`src/rtl/pipe_beat_deserializer_pkg.sv`:
```
// Shared definitions for the beat-link receive path: header layout, pipe tags, FSM states.
package pipe_beat_deserializer_pkg;

   localparam int BEAT_WIDTH    = 32;
   localparam int DEF_MSG_WIDTH = 192;

   localparam int TAG_MSB = 31;
   localparam int TAG_LSB = 16;
   localparam int LEN_MSB = 15;
   localparam int LEN_LSB = 0;

   localparam logic [15:0] TAG_HEARD = 16'd1;
   localparam logic [15:0] TAG_SAY   = 16'd1;
   localparam logic [15:0] TAG_SAY2  = 16'd2;

   typedef enum logic [1:0] {
      ST_IDLE,
      ST_BODY,
      ST_DISCARD,
      ST_DELIVER
   } deser_state_e;

endpackage

```
`src/rtl/pipe_beat_deserializer_buf.sv`:
```
// One message holding register: clear, word-indexed write and a valid flag.
// Clear and write in the same cycle leave only the written word non-zero.
module pipe_deser_buf
   import pipe_beat_deserializer_pkg::*;
#(
   parameter int MSG_WIDTH = DEF_MSG_WIDTH,
   parameter int IW        = $clog2(MSG_WIDTH / BEAT_WIDTH)
) (
   input  logic                  CLK,
   input  logic                  nRST,
   input  logic                  clr_i,
   input  logic                  wr_i,
   input  logic [IW-1:0]         widx_i,
   input  logic [BEAT_WIDTH-1:0] wdat_i,
   input  logic                  set_vld_i,
   input  logic                  clr_vld_i,
   output logic [MSG_WIDTH-1:0]  dat_o,
   output logic                  vld_o
);
   localparam int NWORDS = MSG_WIDTH / BEAT_WIDTH;

   logic [NWORDS-1:0][BEAT_WIDTH-1:0] dat_q, dat_d;
   logic                              vld_q, vld_d;

   always_comb begin
      dat_d = dat_q;
      if (clr_i)
         dat_d = '0;
      if (wr_i && (int'(widx_i) < NWORDS))
         dat_d[widx_i] = wdat_i;

      vld_d = vld_q;
      if (set_vld_i)
         vld_d = 1'b1;
      else if (clr_vld_i)
         vld_d = 1'b0;
   end

   always_ff @(posedge CLK) begin
      if (!nRST) begin
         dat_q <= '0;
         vld_q <= 1'b0;
      end else begin
         dat_q <= dat_d;
         vld_q <= vld_d;
      end
   end

   assign dat_o = dat_q;
   assign vld_o = vld_q;

endmodule

```
`src/rtl/pipe_beat_deserializer.sv`:
```
// Beat-link receiver: reassembles header + payload beats into one tagged pipe message.
// PIPE_DESER_DBUF_EN adds a second ping-pong buffer so assembly overlaps delivery.
module pipe_beat_deserializer
   import pipe_beat_deserializer_pkg::*;
#(
   parameter int MSG_WIDTH = DEF_MSG_WIDTH
) (
   input  logic                  CLK,
   input  logic                  nRST,
   input  logic                  beat_enq__ENA,
   input  logic [BEAT_WIDTH-1:0] beat_enq_v,
   output logic                  beat_enq__RDY,
   output logic                  pipe_enq__ENA,
   output logic [MSG_WIDTH-1:0]  pipe_enq_v,
   input  logic                  pipe_enq__RDY,
   output logic [15:0]           err_count
);
   localparam int NWORDS      = MSG_WIDTH / BEAT_WIDTH;
   localparam int MAX_PAYLOAD = NWORDS - 1;
   localparam int IW          = $clog2(NWORDS);
`ifdef PIPE_DESER_DBUF_EN
   localparam int NBUF = 2;
`else
   localparam int NBUF = 1;
`endif

   deser_state_e state_q, state_d;
   logic [15:0]  len_q, len_d;
   logic [15:0]  rem_q, rem_d;
   logic [15:0]  err_q, err_d;
   logic         wr_sel_q, wr_sel_d;
   logic         rd_sel_q, rd_sel_d;

   logic                  beat_fire, pipe_fire, msg_vld;
   logic                  hdr_wr, pay_wr, complete, err_inc;
   logic                  nxt_sel, nxt_busy;
   logic [15:0]           hdr_len;
   logic [IW-1:0]         widx;
   logic [BEAT_WIDTH-1:0] wdat;

   logic [NBUF-1:0]       b_vld;
   logic [MSG_WIDTH-1:0]  b_dat [NBUF];

   assign beat_enq__RDY = (state_q != ST_DELIVER);
   assign beat_fire     = beat_enq__ENA && beat_enq__RDY;
   assign msg_vld       = b_vld[rd_sel_q];
   assign pipe_enq__ENA = msg_vld && pipe_enq__RDY;
   assign pipe_fire     = pipe_enq__ENA;
   assign pipe_enq_v    = b_dat[rd_sel_q];
   assign err_count     = err_q;

   assign hdr_len = beat_enq_v[LEN_MSB:LEN_LSB];

   // Payload beat k goes to word k+1; word 0 carries the zero-extended tag.
   assign widx = hdr_wr ? '0 : IW'(len_q - rem_q + 16'd1);
   assign wdat = hdr_wr ? {16'b0, beat_enq_v[TAG_MSB:TAG_LSB]} : beat_enq_v;

   // A finished message may only release the assembler if the next buffer is free.
   assign nxt_sel  = (NBUF > 1) ? ~wr_sel_q : wr_sel_q;
   assign nxt_busy = (nxt_sel == wr_sel_q) ||
                     (b_vld[nxt_sel] && !(pipe_fire && (rd_sel_q == nxt_sel)));

   always_comb begin
      state_d  = state_q;
      len_d    = len_q;
      rem_d    = rem_q;
      wr_sel_d = wr_sel_q;
      hdr_wr   = 1'b0;
      pay_wr   = 1'b0;
      complete = 1'b0;
      err_inc  = 1'b0;

      case (state_q)
         ST_IDLE: begin
            if (beat_fire) begin
               hdr_wr = 1'b1;
               len_d  = hdr_len;
               rem_d  = hdr_len;
               if (hdr_len == 16'd0) begin
                  complete = 1'b1;
               end else if (hdr_len <= 16'(MAX_PAYLOAD)) begin
                  state_d = ST_BODY;
               end else begin
                  state_d = ST_DISCARD;
                  err_inc = 1'b1;
               end
            end
         end
         ST_BODY: begin
            if (beat_fire) begin
               pay_wr = 1'b1;
               rem_d  = rem_q - 16'd1;
               if (rem_q == 16'd1)
                  complete = 1'b1;
            end
         end
         ST_DISCARD: begin
            if (beat_fire) begin
               rem_d = rem_q - 16'd1;
               if (rem_q == 16'd1)
                  state_d = ST_IDLE;
            end
         end
         ST_DELIVER: begin
            if (pipe_fire)
               state_d = ST_IDLE;
         end
         default: state_d = ST_IDLE;
      endcase

      if (complete) begin
         wr_sel_d = nxt_sel;
         state_d  = nxt_busy ? ST_DELIVER : ST_IDLE;
      end
   end

   always_comb begin
      rd_sel_d = rd_sel_q;
      if (pipe_fire && (NBUF > 1))
         rd_sel_d = ~rd_sel_q;

      err_d = err_q;
      if (err_inc && (err_q != 16'hFFFF))
         err_d = err_q + 16'd1;
   end

   always_ff @(posedge CLK) begin
      if (!nRST) begin
         state_q  <= ST_IDLE;
         len_q    <= '0;
         rem_q    <= '0;
         err_q    <= '0;
         wr_sel_q <= 1'b0;
         rd_sel_q <= 1'b0;
      end else begin
         state_q  <= state_d;
         len_q    <= len_d;
         rem_q    <= rem_d;
         err_q    <= err_d;
         wr_sel_q <= wr_sel_d;
         rd_sel_q <= rd_sel_d;
      end
   end

   for (genvar i = 0; i < NBUF; i++) begin : g_buf
      logic sel_w, sel_r;
      assign sel_w = (wr_sel_q == 1'(i));
      assign sel_r = (rd_sel_q == 1'(i));

      pipe_deser_buf #(
         .MSG_WIDTH (MSG_WIDTH),
         .IW        (IW)
      ) u_buf (
         .CLK       (CLK),
         .nRST      (nRST),
         .clr_i     (hdr_wr && sel_w),
         .wr_i      ((hdr_wr || pay_wr) && sel_w),
         .widx_i    (widx),
         .wdat_i    (wdat),
         .set_vld_i (complete && sel_w),
         .clr_vld_i (pipe_fire && sel_r),
         .dat_o     (b_dat[i]),
         .vld_o     (b_vld[i])
      );
   end

endmodule

```
`config.mk`:
```
export PLATFORM = sky130hd
export DESIGN_NAME = pipe_beat_deserializer
export DESIGN_NICKNAME = d
export VERILOG_FILES = /design/src/rtl/pipe_beat_deserializer_pkg.sv /design/src/rtl/pipe_beat_deserializer_buf.sv /design/src/rtl/pipe_beat_deserializer.sv
export SDC_FILE = /design/constraint.sdc
export NUM_CORES = 1
export LEC_CHECK = 0
export ABC_AREA = 1
export CORE_MARGIN = 5
export CORE_UTILIZATION = 40
export DETAILED_ROUTE_END_ITERATION = 12
export GPL_ROUTABILITY_DRIVEN = 0
export PLACE_DENSITY = 0.63
export SLEW_MARGIN = 10
export SYNTH_ARGS = -nofsm -noshare
export SYNTH_HDL_FRONTEND = slang
export SYNTH_SLANG_ARGS = --single-unit
```
`constraint.sdc`:
```
create_clock -name CLK -period 3.1 [get_ports CLK]
set_input_delay 0.465 -clock CLK [delete_from_list [all_inputs] [get_ports CLK]]
set_output_delay 0.465 -clock CLK [all_outputs]
set_load 0.01 [all_outputs]
```
==> impl_metrics.ini, run 1 <==
[setup_path]
r2r_start = state_q[0]
critPathLaunchType = flop
r2r_slack_ps = 560
crit_path_max_fanout = 58
cp.required_ps = 3560
reg2reg_depth = 11
critPathCaptureType = flop
worstPathArrival_ps = 3000
crit_type = flop to flop
reg2reg_to = g_buf[0].u_buf.dat_o[144]

[cells_and_area]
finalNetCount = 1686
syn2layout_area_growth_pct = 36.6
diodes = 0
drive_above_1_share = 0.0512
n_fill_cell = 2388
final_cell_mix = nand2_1, clkdlybuf4s50_1, dfxtp_1
layout_commonest_cell = nand2_1

[detailed_routing]
dr.pass1.iters = 6
avgViaCountPerCell = 5.02
ant_nets = 0
wl_per_cell_um = 16.7
wl_um = 33100
drtIter0Drc = 710
vias = 9952
drcViolationCount = 0

[pwr]
peakVddDrop_mv = 0.471
p_leak_nw = 5.42
p_per_area_nw_per_um2 = 935

[place]
detailed_place_hpwl_um = 23200
pre_cts_ws_ps = 361
io_buffers = 245

[global_route]
grt_pass1_vias = 9006
antenna_found_initial = 1
grt_max_degree = 165
grt_usage = 0.225
gr-total-overflow = 0
grt_pass1_wl_um = 51300

[floorplan]
die_y_um = 167
ios = 246
start_util = 0.406
core_sq_um = 24300
die_width_um = 167
die-area_sq_um = 27900
rows = 57

[clock_tree]
cts_tree = done
cts_setup_buffers = 0
numCtsBuffers = 26
post_cts_resized = 0
cts-hold-fix-buffers = 0
clock_latency_ps = 530
root_buffer = clkbuf_16
htreeDepth = 1
cts.sinks = 230
path_clk_slew_ps = 60
cts_buffer_depth = 3

[sta]
fmax_mhz = 394
grt_setup_unrepaired = false
period_minus_slack_ps = 2540
fin_tns_setup_ps = 0
finalSetupViolCount = 0
fin_crit_sh = 0.819
worstMarginPinSlew_ps = 758
hold_viol = 0
drv_slew = 0
slew_headroom = 0.489
layout_setup_ws_ps = 560
fin_skew_ps = 16.5

[yosys]
syn_area_sq_um = 9880
ys_seq_elements = 230
ys_warn_count = 0
yosysSeqAreaShare = 0.466
synth_nets = 1479
yosysUniqueCellTypes = 28
synth_cells = 1433
synth_area_per_cell_sq_um = 6.89

[status]
outcome = complete, no violations

[worst_hold_path]
min_from = nRST
hold_path_depth = 3
hp-class = input port to flop
worstHoldEndpoint = g_buf[0].u_buf.dat_o[141]

[flow_run]
drv_cap = 0
## where the power goes
group	switching, mW	internal, mW	total [mW]	leakage (nW)
combinational	3.06	2.22	5.28	3.13
sequential	0.555	3.76	4.31	1.87
clock	1.23	1.79	3.02	0.422
## state kept, by name (all words and copies together), names as in the netlist
name,cells
err_count,16
len_q,3
g_buf.u_buf.dat_o,192
state_q,2
rem_q,16
g_buf.u_buf.vld_o,1
## metrics by stage
stage	cells	area, sq um	total power [mW]	util	hold slack, ps
6_report	1984	13500	12.6	0.555	340
5_1_grt	1984	13500	13.5	0.555	331
4_1_cts	1984	13500	12.7	0.555	311
3_5_place_dp	1936	12600	9.65	0.519	456
3_3_place_gp	1936	12600	9.59	0.519	447
2_1_floorplan	1433	9880	7.20	-	435
## worst max-delay path by stage
stage                   from                        end  slack, ps  depth (start not counted)
2_1_floorplan       len_q[1]  g_buf[0].u_buf.dat_o[162]        950                         15
6_report          state_q[0]  g_buf[0].u_buf.dat_o[144]        560                         11
4_1_cts           state_q[0]  g_buf[0].u_buf.dat_o[144]        570                         11
3_3_place_gp   beat_enq__ENA  g_buf[0].u_buf.dat_o[165]        410                         12
3_5_place_dp   beat_enq__ENA  g_buf[0].u_buf.dat_o[163]        360                         12
5_1_grt           state_q[0]  g_buf[0].u_buf.dat_o[173]        300                         13
## cells by family after synthesis
group	Yosys count	share of synthesized area
flip-flops	230	0.466
adder cells (fa/ha/maj)	10	0.0127
XOR/XNOR	12	0.0114
buffers and inverters	180	0.0709
AND/OR/NAND/NOR	621	0.245
AO/OA/AOI/OAI	380	0.194
## worst max-delay path: stages, from the launching register on
cell and delay, ps:
dfxtp_1 390, inv_1 80, ha_1 220, inv_1 130
nor2_2 80, inv_6 160, buf_4 540, buf_4 520
nand2_1 90, nand2_1 80, nand2_1 50, nor2_1 100
## Yosys cell counts (all sizes together)
master | n | area [sq um]
clkinv | 1 | 3.75
nand3 | 20 | 100
nand3b | 1 | 7.51
a21oi | 202 | 1010
o21ai | 169 | 846
dfxtp | 230 | 4600
o211ai | 2 | 15.0
nor3 | 14 | 70.1
nor4 | 1 | 6.26
a31oi | 2 | 12.5
nor2 | 141 | 534
o22ai | 3 | 18.8
a211oi | 2 | 15.0
nand4 | 6 | 37.5
buf | 18 | 92.6
or2 | 5 | 31.3
xor2 | 7 | 61.3
clkbuf | 76 | 285
inv | 85 | 319
nand2 | 433 | 1630
xnor2 | 5 | 51.3
ha | 10 | 125
## final cells by class
type                       instances  area, sq um  area share
clock buffer                      42          811      0.0601
clock inverter                     6         47.5     0.00353
inverter                          86          328      0.0243
multi-input combinational       1023         4580       0.340
sequential                       230         4600       0.341
tap                              324          405      0.0301
timing repair buffer             273         2710       0.201
## metal layers
layer	track usage	routed length [um]
met5	0	11
met4	0.0681	1050
met3	0.0443	2400
met2	0.364	14900
met1	0.307	14700
No activity file was read; power rests on OpenSTA's default activity.
==> run 2, diff against run 1 <==
--- a/config.mk
+++ b/config.mk
@@ -10,7 +10,7 @@
 export CORE_UTILIZATION = 40
 export DETAILED_ROUTE_END_ITERATION = 12
 export GPL_ROUTABILITY_DRIVEN = 0
-export PLACE_DENSITY = 0.63
+export PLACE_DENSITY = 0.66
 export SLEW_MARGIN = 10
 export SYNTH_ARGS = -nofsm -noshare
 export SYNTH_HDL_FRONTEND = slang
==> constraint.sdc (replaced) <==
create_clock -name CLK -period 2.3 [get_ports CLK]
set_input_delay 0.345 -clock CLK [delete_from_list [all_inputs] [get_ports CLK]]
set_output_delay 0.345 -clock CLK [all_outputs]
set_load 0.01 [all_outputs]
==> run 2 against run 1 <==
Net effect:
- global-route usage is 0.14 points higher
- critical path depth is 4 higher
- non-clock buffer count is 40 higher
- register-to-register slack worse by 510 ps
- design area is 5.1% higher
- die area stayed put
- clock-buffer cell count is 3 lower
- combinational power is 51% higher
- maximum frequency is 13% higher
- cell count is 2.0% higher
- via count is 3.4% higher
- total power is 43% higher
- critical path type unchanged
- largest power group unchanged
- highest routed layer is now met4
==> impl_metrics.ini, run 2 (same netlist as run 1, synthesis figures left out) <==
[status]
outcome = complete, no violations

[pwr]
internal_power_mw = 11.1
combPwrFrac = 0.444
seqPwrFrac = 0.325
p_clk_frac = 0.231
peakVddDrop_mv = 0.715
switching_share = 0.381
p_leak_nw = 5.71
power.total_mw = 18.0
p_per_area_nw_per_um2 = 1270
p_sw_mw = 6.85

[global_route]
antenna_found_initial = 0
grt_pass1_vias = 9257
gr-total-overflow = 0
grt_usage = 0.226
grt_max_degree = 160
grt_pass1_wl_um = 52100

[setup_path]
crit_type = flop to flop
path_cells = inv_2, ha_4, inv_2, ha_4, xor2_2, xnor2_2, nand2_2, nor2_4, nand2_2, nor2_4, buf_12, clkbuf_16, nand2_1, nand2_1, nor2_1
cp_slowest_stage_delay_ps = 320
cp.required_ps = 2720
crit_path_max_fanout = 7
critPathLaunchType = flop
cpLargestDelayFamily = simple AND/OR/NAND/NOR gates
worst_path_max_delay_cell = dfxtp_2
critPathCaptureType = flop
crit_buf_inv = 4
worstPathArrival_ps = 2670

[floorplan]
die_width_um = 167
die_y_um = 167
core_sq_um = 24300
die-area_sq_um = 27900
start_util = 0.406
rows = 57
ios = 246

[clock_tree]
cts_buffer_depth = 3
clock_latency_ps = 540
cts.sinks = 230
htreeDepth = 1
root_buffer = clkbuf_16
path_clk_slew_ps = 60
numCtsBuffers = 27
cts_tree = done

[sta]
finalSetupViolCount = 0
drv_slew = 0
fin_skew_ps = 21.1
period_minus_slack_ps = 2250
slew_headroom = 0.608
grt_setup_unrepaired = true
hold_viol = 0
fmax_mhz = 443
fin_crit_sh = 0.980
worstMarginPinSlew_ps = 588

[place]
post-place-cells = 1968
place_area_sq_um = 13000
io_buffers = 245
detailed_place_hpwl_um = 24000

[detailed_routing]
wl_per_cell_um = 16.9
ant_nets = 0
avgViaCountPerCell = 5.09
vias = 10300
wl_um = 34200
drtIter0Drc = 994
dr.pass1.iters = 5
drcViolationCount = 0

[cells_and_area]
design_area_sq_um = 14200
layout_commonest_cell = nand2_1
multiInputGateArea_sq_um = 4710
syn2layout_area_growth_pct = 43.5
largest_register_ffs = 192
n_fill_cell = 2280
final_cell_mix = nand2_1, clkdlybuf4s50_1, dfxtp_1
finalNetCount = 1728
diodes = 0
final_cells = 2023
drive_above_1_share = 0.100
seq_area_sq_um = 4610

[flow_run]
drv_cap = 0

[worst_hold_path]
hp-class = input port to flop
[run 2: worst paths after layout]
| check | startpoint | end | slack (ps) | depth (start not counted) |
|---|---|---|---|---|
| setup / recovery | len_q[1] | g_buf[0].u_buf.dat_o[167] | 50 | 15 |
| hold / removal | nRST | g_buf[0].u_buf.dat_o[133] | 350 | 4 |
| setup reg to reg | len_q[1] | g_buf[0].u_buf.dat_o[167] | 50 | 15 |
| hold reg to reg | g_buf[0].u_buf.dat_o[102] | g_buf[0].u_buf.dat_o[102] | 460 | 2 |
[run 2: layout make-up]
class                      count  share of cell area
clock buffer                  39              0.0558
clock inverter                 7             0.00530
inverter                      86              0.0234
multi-input combinational   1023               0.332
sequential                   230               0.325
tap                          324              0.0286
timing repair buffer         313               0.229
timing repair inverter         1            0.000530
[run 2: repair_timing]
item	4_1_cts	5_1_grt
hold buffers	0	0
buffers inserted	0	2
gates resized for setup	0	55
endpoints found under the setup margin	0	103
[run 2: power by group through the flow]
stage	Combinational (mW)	Clock (mW)	Sequential (mW)
detailed placement	7.48	0	5.88
global route	8.74	4.39	5.95
floorplan	3.60	0	6.11
global placement	7.39	0	5.86
finish	7.99	4.15	5.84
CTS	7.52	4.22	5.81
[run 2: metal layers]
metal  wire length, um  up-vias  track usage  part of all wire
met2             15200      384        0.356              0.44
met5                 0        -            0                 0
met4              1110        0       0.0628             0.032
met1             15300     4703        0.318              0.45
met3              2660       68       0.0457             0.078
li1                  -     5132            -                 -
[run 2: tightest hold or removal path: cells and delay by family]
| kind | cells | cell delay, ps |
|---|---|---|
| buffers and inverters | 2 | 370 |
| and+or+nand+nor | 2 | 140 |
[run 2: per-stage QoR]
step           setup slack [ps]  hold WS, ps   util  TNS (ps)
2_1_floorplan               145          435      -         0
3_3_place_gp               86.1          445  0.534         0
3_5_place_dp               22.6          455  0.534         0
4_1_cts                    15.3          323  0.569         0
5_1_grt                   -65.6          347  0.583     -1770
6_report                   45.2          347  0.583         0
